$ cat src/rtl/uart_pkg.sv
// Shared definitions for the UART receive path: receiver FSM states,
// default oversampling ratio and LCR data-length encoding.
package uart_pkg;

  localparam int OVERSAMPLE_DEF = 16;

  localparam logic [1:0] DLS_5 = 2'b00;
  localparam logic [1:0] DLS_6 = 2'b01;
  localparam logic [1:0] DLS_7 = 2'b10;
  localparam logic [1:0] DLS_8 = 2'b11;

  typedef enum logic [2:0] {
    RX_IDLE   = 3'd0,
    RX_START  = 3'd1,
    RX_DATA   = 3'd2,
    RX_PARITY = 3'd3,
    RX_STOP   = 3'd4,
    RX_STOP2  = 3'd5
  } rx_state_t;

  // Index of the last data bit of a frame (bit count minus one).
  function automatic logic [2:0] last_bit_idx(input logic [1:0] dls);
    logic [2:0] idx;
    case (dls)
      DLS_5:   idx = 3'd4;
      DLS_6:   idx = 3'd5;
      DLS_7:   idx = 3'd6;
      DLS_8:   idx = 3'd7;
      default: idx = 3'd7;
    endcase
    return idx;
  endfunction

  // par is the XOR of the data bits, p the received parity bit.
  function automatic logic parity_error(input logic par, input logic p, input logic even);
    return even ? (par ^ p) : ~(par ^ p);
  endfunction

endpackage

$ cat src/rtl/uart_receive_if.sv
// LCR fields forwarded by uart_ctrl into the receiver and the receiver's
// data/status levels returned to uart_ctrl.
interface uart_receive_if;
  logic [1:0] ctrl_receive_data_length;
  logic       ctrl_receive_parity_en;
  logic       ctrl_receive_parity_bit;
  logic       ctrl_receive_stop_length;
  logic [7:0] receive_ctrl_rdata;
  logic       receive_ctrl_redata_over;
  logic       receive_ctrl_pe;
  logic       receive_ctrl_fe;
  logic       receive_ctrl_busy;

  modport master (
    output ctrl_receive_data_length, ctrl_receive_parity_en,
           ctrl_receive_parity_bit, ctrl_receive_stop_length,
    input  receive_ctrl_rdata, receive_ctrl_redata_over,
           receive_ctrl_pe, receive_ctrl_fe, receive_ctrl_busy
  );

  modport slave (
    input  ctrl_receive_data_length, ctrl_receive_parity_en,
           ctrl_receive_parity_bit, ctrl_receive_stop_length,
    output receive_ctrl_rdata, receive_ctrl_redata_over,
           receive_ctrl_pe, receive_ctrl_fe, receive_ctrl_busy
  );
endinterface

$ cat src/rtl/uart_sync.sv
// Multi-flop synchroniser for the asynchronous serial line; presets high
// on reset so an idle line never looks like a start bit.
module uart_sync #(
  parameter int STAGES = 2
) (
  input  logic clk,
  input  logic rst,
  input  logic d,
  output logic q
);

  logic [STAGES-1:0] ff;

  // Shift chain, preset to the idle level.
  always_ff @(posedge clk or posedge rst) begin
    if (rst) begin
      ff <= {STAGES{1'b1}};
    end else begin
      ff <= {ff[STAGES-2:0], d};
    end
  end

  assign q = ff[STAGES-1];

endmodule

$ cat src/rtl/uart_receive.sv
// UART serial receive engine: oversampled start/data/parity/stop framing
// with level status flags held until the next valid start edge.
module uart_receive
  import uart_pkg::*;
#(
  parameter int OVERSAMPLE  = OVERSAMPLE_DEF,
  parameter int SYNC_STAGES = 2
) (
  input  logic          sys_clk,
  input  logic          rst,
  input  logic          baud_receive_tick,
  input  logic          uart_sin,
  uart_receive_if.slave bus
);

  localparam int TCW = $clog2(OVERSAMPLE);
  localparam logic [TCW-1:0] TICK_MID  = TCW'(OVERSAMPLE / 2 - 1);
  localparam logic [TCW-1:0] TICK_LAST = TCW'(OVERSAMPLE - 1);

  rx_state_t      state, state_nxt;
  logic [TCW-1:0] tick_cnt, tick_nxt;
  logic [2:0]     bit_cnt, bit_nxt;
  logic [7:0]     shreg, shreg_nxt;
  logic [7:0]     rdata, rdata_nxt;
  logic [2:0]     f_last, f_last_nxt;
  logic           f_pen, f_pen_nxt, f_eps, f_eps_nxt, f_stop2, f_stop2_nxt;
  logic           par, par_nxt, perr, perr_nxt, armed, armed_nxt;
  logic           done, done_nxt, pe, pe_nxt, fe, fe_nxt, busy, busy_nxt;
  logic           sin, mid;

  uart_sync #(.STAGES(SYNC_STAGES)) u_sync (
    .clk (sys_clk),
    .rst (rst),
    .d   (uart_sin),
    .q   (sin)
  );

  // Mid-bit sample point once a frame is bit-aligned.
  assign mid = baud_receive_tick && (tick_cnt == TICK_LAST);

  // Next-state, counter, shift and flag logic.
  always_comb begin
    state_nxt   = state;
    tick_nxt    = tick_cnt;
    bit_nxt     = bit_cnt;
    shreg_nxt   = shreg;
    rdata_nxt   = rdata;
    f_last_nxt  = f_last;
    f_pen_nxt   = f_pen;
    f_eps_nxt   = f_eps;
    f_stop2_nxt = f_stop2;
    par_nxt     = par;
    perr_nxt    = perr;
    armed_nxt   = armed;
    done_nxt    = done;
    pe_nxt      = pe;
    fe_nxt      = fe;
    busy_nxt    = busy;
    case (state)
      RX_IDLE: begin
        if (!armed) begin
          armed_nxt = sin;
        end else if (baud_receive_tick && !sin) begin
          state_nxt   = RX_START;
          tick_nxt    = {TCW{1'b0}};
          busy_nxt    = 1'b1;
          armed_nxt   = 1'b0;
          done_nxt    = 1'b0;
          pe_nxt      = 1'b0;
          fe_nxt      = 1'b0;
          shreg_nxt   = 8'h00;
          par_nxt     = 1'b0;
          perr_nxt    = 1'b0;
          f_last_nxt  = last_bit_idx(bus.ctrl_receive_data_length);
          f_pen_nxt   = bus.ctrl_receive_parity_en;
          f_eps_nxt   = bus.ctrl_receive_parity_bit;
          f_stop2_nxt = bus.ctrl_receive_stop_length;
        end else begin
          armed_nxt = 1'b1;
        end
      end
      RX_START: begin
        if (baud_receive_tick && (tick_cnt == TICK_MID)) begin
          tick_nxt = {TCW{1'b0}};
          bit_nxt  = 3'd0;
          if (sin) begin
            state_nxt = RX_IDLE;
            busy_nxt  = 1'b0;
          end else begin
            state_nxt = RX_DATA;
          end
        end else begin
          tick_nxt = tick_cnt + TCW'(baud_receive_tick);
        end
      end
      // From here the counter wraps to 0 exactly at each mid-bit sample.
      RX_DATA: begin
        tick_nxt = tick_cnt + TCW'(baud_receive_tick);
        if (mid) begin
          shreg_nxt = {sin, shreg[7:1]};
          par_nxt   = par ^ sin;
          bit_nxt   = bit_cnt + 3'd1;
          if (bit_cnt == f_last) begin
            state_nxt = f_pen ? RX_PARITY : RX_STOP;
          end else begin
            state_nxt = RX_DATA;
          end
        end else begin
          state_nxt = RX_DATA;
        end
      end
      RX_PARITY: begin
        tick_nxt = tick_cnt + TCW'(baud_receive_tick);
        if (mid) begin
          perr_nxt  = parity_error(par, sin, f_eps);
          state_nxt = RX_STOP;
        end else begin
          state_nxt = RX_PARITY;
        end
      end
      RX_STOP: begin
        tick_nxt = tick_cnt + TCW'(baud_receive_tick);
        if (mid) begin
          rdata_nxt = shreg;
          fe_nxt    = ~sin;
          pe_nxt    = perr;
          done_nxt  = 1'b1;
          if (f_stop2) begin
            state_nxt = RX_STOP2;
          end else begin
            state_nxt = RX_IDLE;
            busy_nxt  = 1'b0;
          end
        end else begin
          state_nxt = RX_STOP;
        end
      end
      // Second stop bit is half length for 5-bit frames; its value is ignored.
      RX_STOP2: begin
        if (baud_receive_tick && (tick_cnt == ((f_last == 3'd4) ? TICK_MID : TICK_LAST))) begin
          state_nxt = RX_IDLE;
          busy_nxt  = 1'b0;
          tick_nxt  = {TCW{1'b0}};
        end else begin
          tick_nxt = tick_cnt + TCW'(baud_receive_tick);
        end
      end
      default: begin
        state_nxt = RX_IDLE;
        busy_nxt  = 1'b0;
        tick_nxt  = {TCW{1'b0}};
      end
    endcase
  end

  // State and datapath registers.
  always_ff @(posedge sys_clk or posedge rst) begin
    if (rst) begin
      state    <= RX_IDLE;
      tick_cnt <= {TCW{1'b0}};
      bit_cnt  <= 3'd0;
      shreg    <= 8'h00;
      rdata    <= 8'h00;
      f_last   <= 3'd0;
      f_pen    <= 1'b0;
      f_eps    <= 1'b0;
      f_stop2  <= 1'b0;
      par      <= 1'b0;
      perr     <= 1'b0;
      armed    <= 1'b0;
      done     <= 1'b0;
      pe       <= 1'b0;
      fe       <= 1'b0;
      busy     <= 1'b0;
    end else begin
      state    <= state_nxt;
      tick_cnt <= tick_nxt;
      bit_cnt  <= bit_nxt;
      shreg    <= shreg_nxt;
      rdata    <= rdata_nxt;
      f_last   <= f_last_nxt;
      f_pen    <= f_pen_nxt;
      f_eps    <= f_eps_nxt;
      f_stop2  <= f_stop2_nxt;
      par      <= par_nxt;
      perr     <= perr_nxt;
      armed    <= armed_nxt;
      done     <= done_nxt;
      pe       <= pe_nxt;
      fe       <= fe_nxt;
      busy     <= busy_nxt;
    end
  end

  assign bus.receive_ctrl_rdata       = rdata;
  assign bus.receive_ctrl_redata_over = done;
  assign bus.receive_ctrl_pe          = pe;
  assign bus.receive_ctrl_fe          = fe;
  assign bus.receive_ctrl_busy        = busy;

endmodule

$ cat src/flat_wrapper.sv
// flat-port wrapper written by rule: the top's interface ports become plain ports
module uart_receive_flat import uart_pkg::*;
#(
  parameter int OVERSAMPLE  = OVERSAMPLE_DEF,
  parameter int SYNC_STAGES = 2
)
  (sys_clk, rst, baud_receive_tick, uart_sin, bus_ctrl_receive_data_length, bus_ctrl_receive_parity_en, bus_ctrl_receive_parity_bit, bus_ctrl_receive_stop_length, bus_receive_ctrl_rdata, bus_receive_ctrl_redata_over, bus_receive_ctrl_pe, bus_receive_ctrl_fe, bus_receive_ctrl_busy);
  uart_receive_if bus_i ();
  input  logic sys_clk;
  input  logic rst;
  input  logic baud_receive_tick;
  input  logic uart_sin;
  input wire logic [$bits(bus_i.ctrl_receive_data_length)-1:0] bus_ctrl_receive_data_length;
  input wire logic [$bits(bus_i.ctrl_receive_parity_en)-1:0] bus_ctrl_receive_parity_en;
  input wire logic [$bits(bus_i.ctrl_receive_parity_bit)-1:0] bus_ctrl_receive_parity_bit;
  input wire logic [$bits(bus_i.ctrl_receive_stop_length)-1:0] bus_ctrl_receive_stop_length;
  output wire logic [$bits(bus_i.receive_ctrl_rdata)-1:0] bus_receive_ctrl_rdata;
  output wire logic [$bits(bus_i.receive_ctrl_redata_over)-1:0] bus_receive_ctrl_redata_over;
  output wire logic [$bits(bus_i.receive_ctrl_pe)-1:0] bus_receive_ctrl_pe;
  output wire logic [$bits(bus_i.receive_ctrl_fe)-1:0] bus_receive_ctrl_fe;
  output wire logic [$bits(bus_i.receive_ctrl_busy)-1:0] bus_receive_ctrl_busy;
  assign bus_i.ctrl_receive_data_length = bus_ctrl_receive_data_length;
  assign bus_i.ctrl_receive_parity_en = bus_ctrl_receive_parity_en;
  assign bus_i.ctrl_receive_parity_bit = bus_ctrl_receive_parity_bit;
  assign bus_i.ctrl_receive_stop_length = bus_ctrl_receive_stop_length;
  assign bus_receive_ctrl_rdata = bus_i.receive_ctrl_rdata;
  assign bus_receive_ctrl_redata_over = bus_i.receive_ctrl_redata_over;
  assign bus_receive_ctrl_pe = bus_i.receive_ctrl_pe;
  assign bus_receive_ctrl_fe = bus_i.receive_ctrl_fe;
  assign bus_receive_ctrl_busy = bus_i.receive_ctrl_busy;
  uart_receive #(.OVERSAMPLE(OVERSAMPLE), .SYNC_STAGES(SYNC_STAGES)) u_core (.sys_clk(sys_clk), .rst(rst), .baud_receive_tick(baud_receive_tick), .uart_sin(uart_sin), .bus(bus_i));
endmodule
$ cat config.mk
export PLATFORM = sky130hd
export DESIGN_NAME = uart_receive_flat
export DESIGN_NICKNAME = d
export VERILOG_FILES = /design/src/rtl/uart_pkg.sv /design/src/rtl/uart_receive_if.sv /design/src/rtl/uart_sync.sv /design/src/rtl/uart_receive.sv /design/src/flat_wrapper.sv
export SDC_FILE = /design/constraint.sdc
export NUM_CORES = 1
export LEC_CHECK = 0
export ABC_AREA = 1
export CORE_MARGIN = 1.5
export CORE_UTILIZATION = 55
export DETAILED_ROUTE_END_ITERATION = 7
export PLACE_DENSITY = 0.76
export SYNTH_ARGS = -nofsm -noshare
export SYNTH_HDL_FRONTEND = slang
export SYNTH_HIERARCHICAL = 1
export SYNTH_SLANG_ARGS = --single-unit
$ cat constraint.sdc
create_clock -name sys_clk -period 1.5 [get_ports sys_clk]
set_input_delay 0.3 -clock sys_clk [delete_from_list [all_inputs] [get_ports sys_clk]]
set_output_delay 0.3 -clock sys_clk [all_outputs]
set_load 0.1 [all_outputs]
==> results of run 1 <==
[power breakdown]
group	switching (µW)	leakage (µW)	internal (µW)
logic	864	0.000644	562
clock network	371	0.0000512	373
registers	223	0.000542	1360
[what timing repair did]
item,in CTS,in global routing
resized for setup,1,6
setup endpoints to repair,6,26
cloned,0,1
pin swaps,0,5
buffers inserted,0,3
[metal layers]
metal / vias up / track usage, % / wire, µm
met5: - / 0 / 0
met4: 0 / 8.15 / 63
met3: 7 / 3.57 / 178
met2: 37 / 35.4 / 1930
met1: 760 / 30.8 / 1970
li1: 797 / - / -
[layout by cell type (no fill, tap or decap), types with 6 or more instances in the layout]
master,Yosys,routed
nand2_1,46,45
dfrtp_1,39,39
inv_1,27,27
nand3_1,21,21
o21ai_0,20,18
buf_4,1,17
buf_12,0,13
o21ai_2,10,10
clkdlybuf4s50_1,0,7
nor2_1,8,7
clkbuf_8,0,6
[area by class of cell]
type | count | area [µm²] | share of cell area [%]
clock inverter | 2 | 13.8 | 0.525
sequential | 41 | 1030 | 39.2
timing repair buffer | 38 | 470 | 17.9
clock buffer | 6 | 82.6 | 3.15
inverter | 31 | 124 | 4.72
tap | 46 | 57.6 | 2.19
multi-input combinational | 145 | 847 | 32.3
[final timing paths]
path / slack (ps) / cells after the start / to
worst max-delay path: 10 / 10 / u_core/state[0]
worst min-delay path: 360 / 2 / u_core/u_sync/ff[0]
worst max register to register: 10 / 10 / u_core/state[0]
worst min register to register: 360 / 0 / u_core/u_sync/ff[1]
max in group asynchronous: 910 / 3 / u_core/bus.receive_ctrl_pe
min in group sys_clk: 360 / 0 / u_core/u_sync/ff[1]
[through the flow]
| step | setup WS, ps | TNS (ps) | power (µW) |
|---|---|---|---|
| 3_3_place_gp | -238 | -6430 | 2920 |
| 5_1_grt | -79.1 | -1030 | 4020 |
| 6_report | 14.2 | 0 | 3750 |
| 2_1_floorplan | 159 | 0 | 2540 |
| 4_1_cts | 34.5 | 0 | 3700 |
| 3_5_place_dp | -291 | -7630 | 2950 |
[state kept, by name, summed over array words and instances, names as in the netlist]
name                                 flops
u_core/f_eps                             1
u_core/perr                              1
u_core/armed                             1
u_core/bit_cnt                           3
u_core/state                             3
u_core/bus.receive_ctrl_pe               1
u_core/u_sync/ff                         2
u_core/f_last                            3
u_core/f_stop2                           1
u_core/bus.receive_ctrl_rdata            8
u_core/shreg                             8
u_core/bus.receive_ctrl_redata_over      1
u_core/par                               1
u_core/bus.receive_ctrl_fe               1
u_core/tick_cnt                          4
u_core/bus.receive_ctrl_busy             1
u_core/f_pen                             1
[worst max-delay path, stage by stage, from the launching register on]
cell	delay [ps]
dfrtp_1	420
nor2_1	150
inv_1	110
nor2_2	170
inv_1	100
nor2_4	120
buf_4	130
nand2_1	50
nand3_1	80
nand2_1	50
nand2_1	50
[cells by family (layout without fill, tap and decap cells)]
kind of cell	Yosys count	after routing	synth area share (%)
xor gates and xnor gates	8	8	3.47
and+or+nand+nor	95	95	23.2
AOI/OAI and AO/OA	38	39	12.3
buffers and inverters	36	77	8.29
adders and majority gates	3	3	1.86
DFF	41	41	50.9
==> metrics.md, run 1 <==
| Metric | Value |
|---|---|
| Initial Util | `58.7%` |
| Layout Skew | `7.00 ps` |
| Num CTS Buffers | `5` |
| Final antenna-violating net count | `0` |
| CTS sink cnt | `41` |
| Share of the synthesized area in the top cell type | `48.3%` |
| Placer congestion estimate | `0.848` |
| Row count | `21` |
| Count leader, synth | `nand2_1` |
| Slew headroom | `78.7%` |
| Root buffer cell | `clkbuf_8` |
| CTS tree | `built` |
| Period utilisation layout | `99.1%` |
| P&R area growth vs syn | `29.8%` |
| Min Clock Period, post-route | `1490 ps` |
| Max Freq | `673 MHz` |
| Global-route wire length before repair | `7010 µm` |
| Share of post-route cells with drive strength above 1 | `27.4%` |
| GRT Util Overall | `22.3%` |
| Ys flop type | `dfrtp_1` |
| CP Data Required Time | `1730 ps` |
| Final setup viols | `0` |
| Mean routed wirelength per cell | `13.4 µm` |
| Final Hold Viols | `0` |
| Placed Instance Area | `2500 µm²` |
| Post-synth cell types | `31` |
| Via density | `5.18` |
| Design area | `2620 µm²` |
| Synth async-reset ratio | `100%` |
| Area of the core | `3440 µm²` |
| Detailed Route Iter0 Violations | `81` |
| Hold crit path type | `in2async` |
| Max cap viols | `0` |
| Largest net degree at the start of global routing | `40` |
| Syn_area_per_cell | `9.15 µm²` |
| Synth warn | `6` |
| Router iterations before antenna repair | `4` |
| Global route overflow | `0` |
| Fin Hold WS | `359 ps` |
| Sequential share of the synthesized area | `50.9%` |
| Top Ports | `21` |
| P_leak | `0.00124 µW` |
| RR Startpoint | `u_core/state[0]` |
| PwrDens | `1430 nW/µm²` |
| CTS Hold Bufs | `0` |
| DRC errors left | `0` |
| Post-synth top area cell | `dfrtp_1` |
| Worst-margin pin slew | `318 ps` |
| Crit path arrival time | `1710 ps` |
| EDFF count, synth | `0` |
| Port bufs | `20` |
| Antenna violations before repair | `0` |
| CP Class | `reg2reg` |
| Fin. max-slew vios | `0` |
| Fillers | `249` |
| VDD IR-drop max | `1.27 mV` |
| # H-tree levels | `2` |
| Die Footprint | `4050 µm²` |
| Maximum clock insertion buffer count | `2` |
| Non-Filler Instances | `309` |
| Max Fanout on Critical Path | `5` |
| Die X | `63.6 µm` |
| Status | `complete, no violations` |
| DIE HEIGHT | `63.6 µm` |
| Worst-Skew Late Latency | `290 ps` |
| DRT Wirelength | `4140 µm` |
| Yosys reg bits | `41` |
| Mapped Cells | `221` |
| Vias in the first global route | `1556` |
| Synthesized area | `2020 µm²` |
| Ant diodes | `0` |
| Critical Path End Type | `flop` |
| Synth top cells by count | `nand2_1, dfrtp_1, inv_1, nand3_1, o21ai_0` |
| Fin util | `76.2%` |
| Clk slew on worst S/H paths | `80 ps` |
| CP startpoint | `u_core/state[0]` |
| Synth area leaders | `dfrtp_1, nand2_1, nand3_1` |
| Net Count, Synth | `233` |
| Vias | `1601` |
| Startpoint types | `flop` |
| Hpwl dp | `2960 µm` |
| Nets@finish | `274` |
| DP Cell Count | `298` |
Note: power is estimated with default switching activity, not from simulation.
==> run 2: changes to the inputs <==
- REMOVE_ABC_BUFFERS: not set -> 1
==> metrics.md, run 2 (synthesis gave the netlist of run 1 again) <==
| Metric | Value |
|---|---|
| Slew headroom | `76.6%` |
| DRC errors left | `0` |
| Placed Instance Area | `2500 µm²` |
| Final setup margin | `64.7 ps` |
| Startpoint types | `flop` |
| CTS sink cnt | `41` |
| Worst R2R End | `u_core/shreg[5]` |
| Placer congestion estimate | `0.910` |
| Row count | `21` |
| Design area | `2710 µm²` |
| RR Startpoint | `u_core/state[1]` |
| Share of post-route cells with drive strength above 1 | `32.1%` |
| Layout Skew | `11.3 ps` |
| Worst-margin pin slew | `350 ps` |
| Vias | `1661` |
| Max incr delay on CP | `420 ps` |
| Top Ports | `21` |
| Max Freq | `697 MHz` |
| VDD IR-drop max | `1.15 mV` |
| Worst-Skew Late Latency | `300 ps` |
| Most frequent cells in the layout | `nand2_1, dfrtp_1, inv_1, nand3_1, buf_4` |
| Register area | `1030 µm²` |
| Port bufs | `20` |
| R2R depth | `6` |
| Hold crit path type | `reg2reg` |
| Global route overflow | `0` |
| Detailed Route Iter0 Violations | `92` |
| P&R area growth vs syn | `33.8%` |
| Ant diodes | `0` |
| Min Clock Period, post-route | `1440 ps` |
| HP Start | `u_core/u_sync/ff[0]` |
| Largest net degree at the start of global routing | `40` |
| Critical path's top delay family | `simple AND/OR/NAND/NOR gates` |
| CTS tree | `built` |
| Area of the multi-input gates | `908 µm²` |
| Nets@finish | `276` |
| Fillers | `229` |
| Critical Path End Type | `flop` |
| Router iterations before antenna repair | `4` |
| Worst hold endpoint | `u_core/u_sync/ff[1]` |
| Root buffer cell | `clkbuf_8` |
| Final setup viols | `0` |
| Antenna violations before repair | `0` |
| Global-route wire length before repair | `7430 µm` |
| Final Hold Viols | `0` |
| Internal reg-to-reg setup slack | `60 ps` |
| GRT Util Overall | `24.0%` |
| Place WS | `-274 ps` |
| Initial Util | `58.7%` |
| Unrepaired setup endpoints after global routing | `true` |
| Area of the core | `3440 µm²` |
| DIE HEIGHT | `63.6 µm` |
| Num CTS Buffers | `5` |
| CP cell instances | `nor2_2 > inv_2 > nor2_4 > nand4_4 > a21oi_4 > o21ai_0` |
| Hold-critical path depth | `0` |
| DRT Wirelength | `4480 µm` |
| PwrDens | `1470 nW/µm²` |
| Period utilisation layout | `95.7%` |
| CP Data Required Time | `1670 ps` |
| Mean routed wirelength per cell | `14.4 µm` |
| Fin Hold WS | `361 ps` |
| Status | `complete, no violations` |
| Crit path arrival time | `1610 ps` |
| Max cap viols | `0` |
| Die Footprint | `4050 µm²` |
| Clk slew on worst S/H paths | `80 ps` |
| Crit path buffers/inverters | `1` |
| Fin. max-slew vios | `0` |
| Most common cell after layout, fill and taps aside | `nand2_1` |
| CTS Hold Bufs | `0` |
| Total chip power | `3980 µW` |
| Die X | `63.6 µm` |
| P_leak | `0.00124 µW` |
| Hpwl dp | `2980 µm` |
| CP Class | `reg2reg` |
| Max Fanout on Critical Path | `6` |
| # H-tree levels | `2` |
| Final antenna-violating net count | `0` |
| Vias in the first global route | `1662` |
| Crit-path slowest cell | `dfrtp_1` |
| Maximum clock insertion buffer count | `2` |
| Via density | `5.34` |
## run 2: cell types whose count changed in the layout (fill, tap and decap cells not counted), moves of 4 or more
cell / delta
inv_1: -4
o21ai_0: -4
inv_2: +4
o21ai_1: +4
## run 2: stage by stage
stage	TNS, ps	instances	util (%)
final	0	311	78.6
after floorplan	0	216	-
after global placement	-6600	300	72.7
after global routing	-64.8	311	78.6
after CTS	0	308	75.4
after detailed placement	-7370	300	72.7
## run 2: worst reg2reg max path, cell delays in order (launching register included)
cell,delay (ps)
dfrtp_1,420
nor2_2,140
inv_2,70
nor2_4,110
nand4_4,180
a21oi_4,280
o21ai_0,120
## run 2: how the worst max path moves through the flow
stage / startpoint / endpoint / slack [ps] / cells past startpoint
2_1_floorplan: u_core/state[1] / u_core/bus.receive_ctrl_fe / 150 / 8
3_3_place_gp: baud_receive_tick / u_core/bus.receive_ctrl_rdata[6] / -240 / 8
3_5_place_dp: baud_receive_tick / u_core/shreg[7] / -270 / 8
4_1_cts: baud_receive_tick / u_core/perr / 40 / 9
5_1_grt: u_core/state[1] / u_core/shreg[5] / -30 / 6
6_report: u_core/state[1] / u_core/shreg[5] / 60 / 6
## run 2: final cells by class
class,count,area share (%)
Sequential cell,41,38.0
Clock inverter,1,0.277
Tap cell,46,2.13
Clock buffer,7,3.19
Multi-Input combinational cell,145,33.6
Inverter,31,4.58
Timing Repair Buffer,40,18.2
## run 2: power by group
part | internal (µW) | switching (µW)
Clock | 374 | 384
Combinational | 636 | 984
Sequential | 1360 | 245
## run 2: timing repair
| action | 4_1_cts | 5_1_grt |
|---|---|---|
| gates resized for setup | 0 | 31 |
| setup buffers | 0 | 2 |
| endpoints found under the setup margin | 0 | 31 |
## run 2: layer usage
metal,wire [µm],global-route usage (%),vias up
met2,2290,38.8,53
met5,0,0,-
li1,-,-,800
met3,222,5.54,11
met1,1880,31.5,797
met4,92,9.24,0
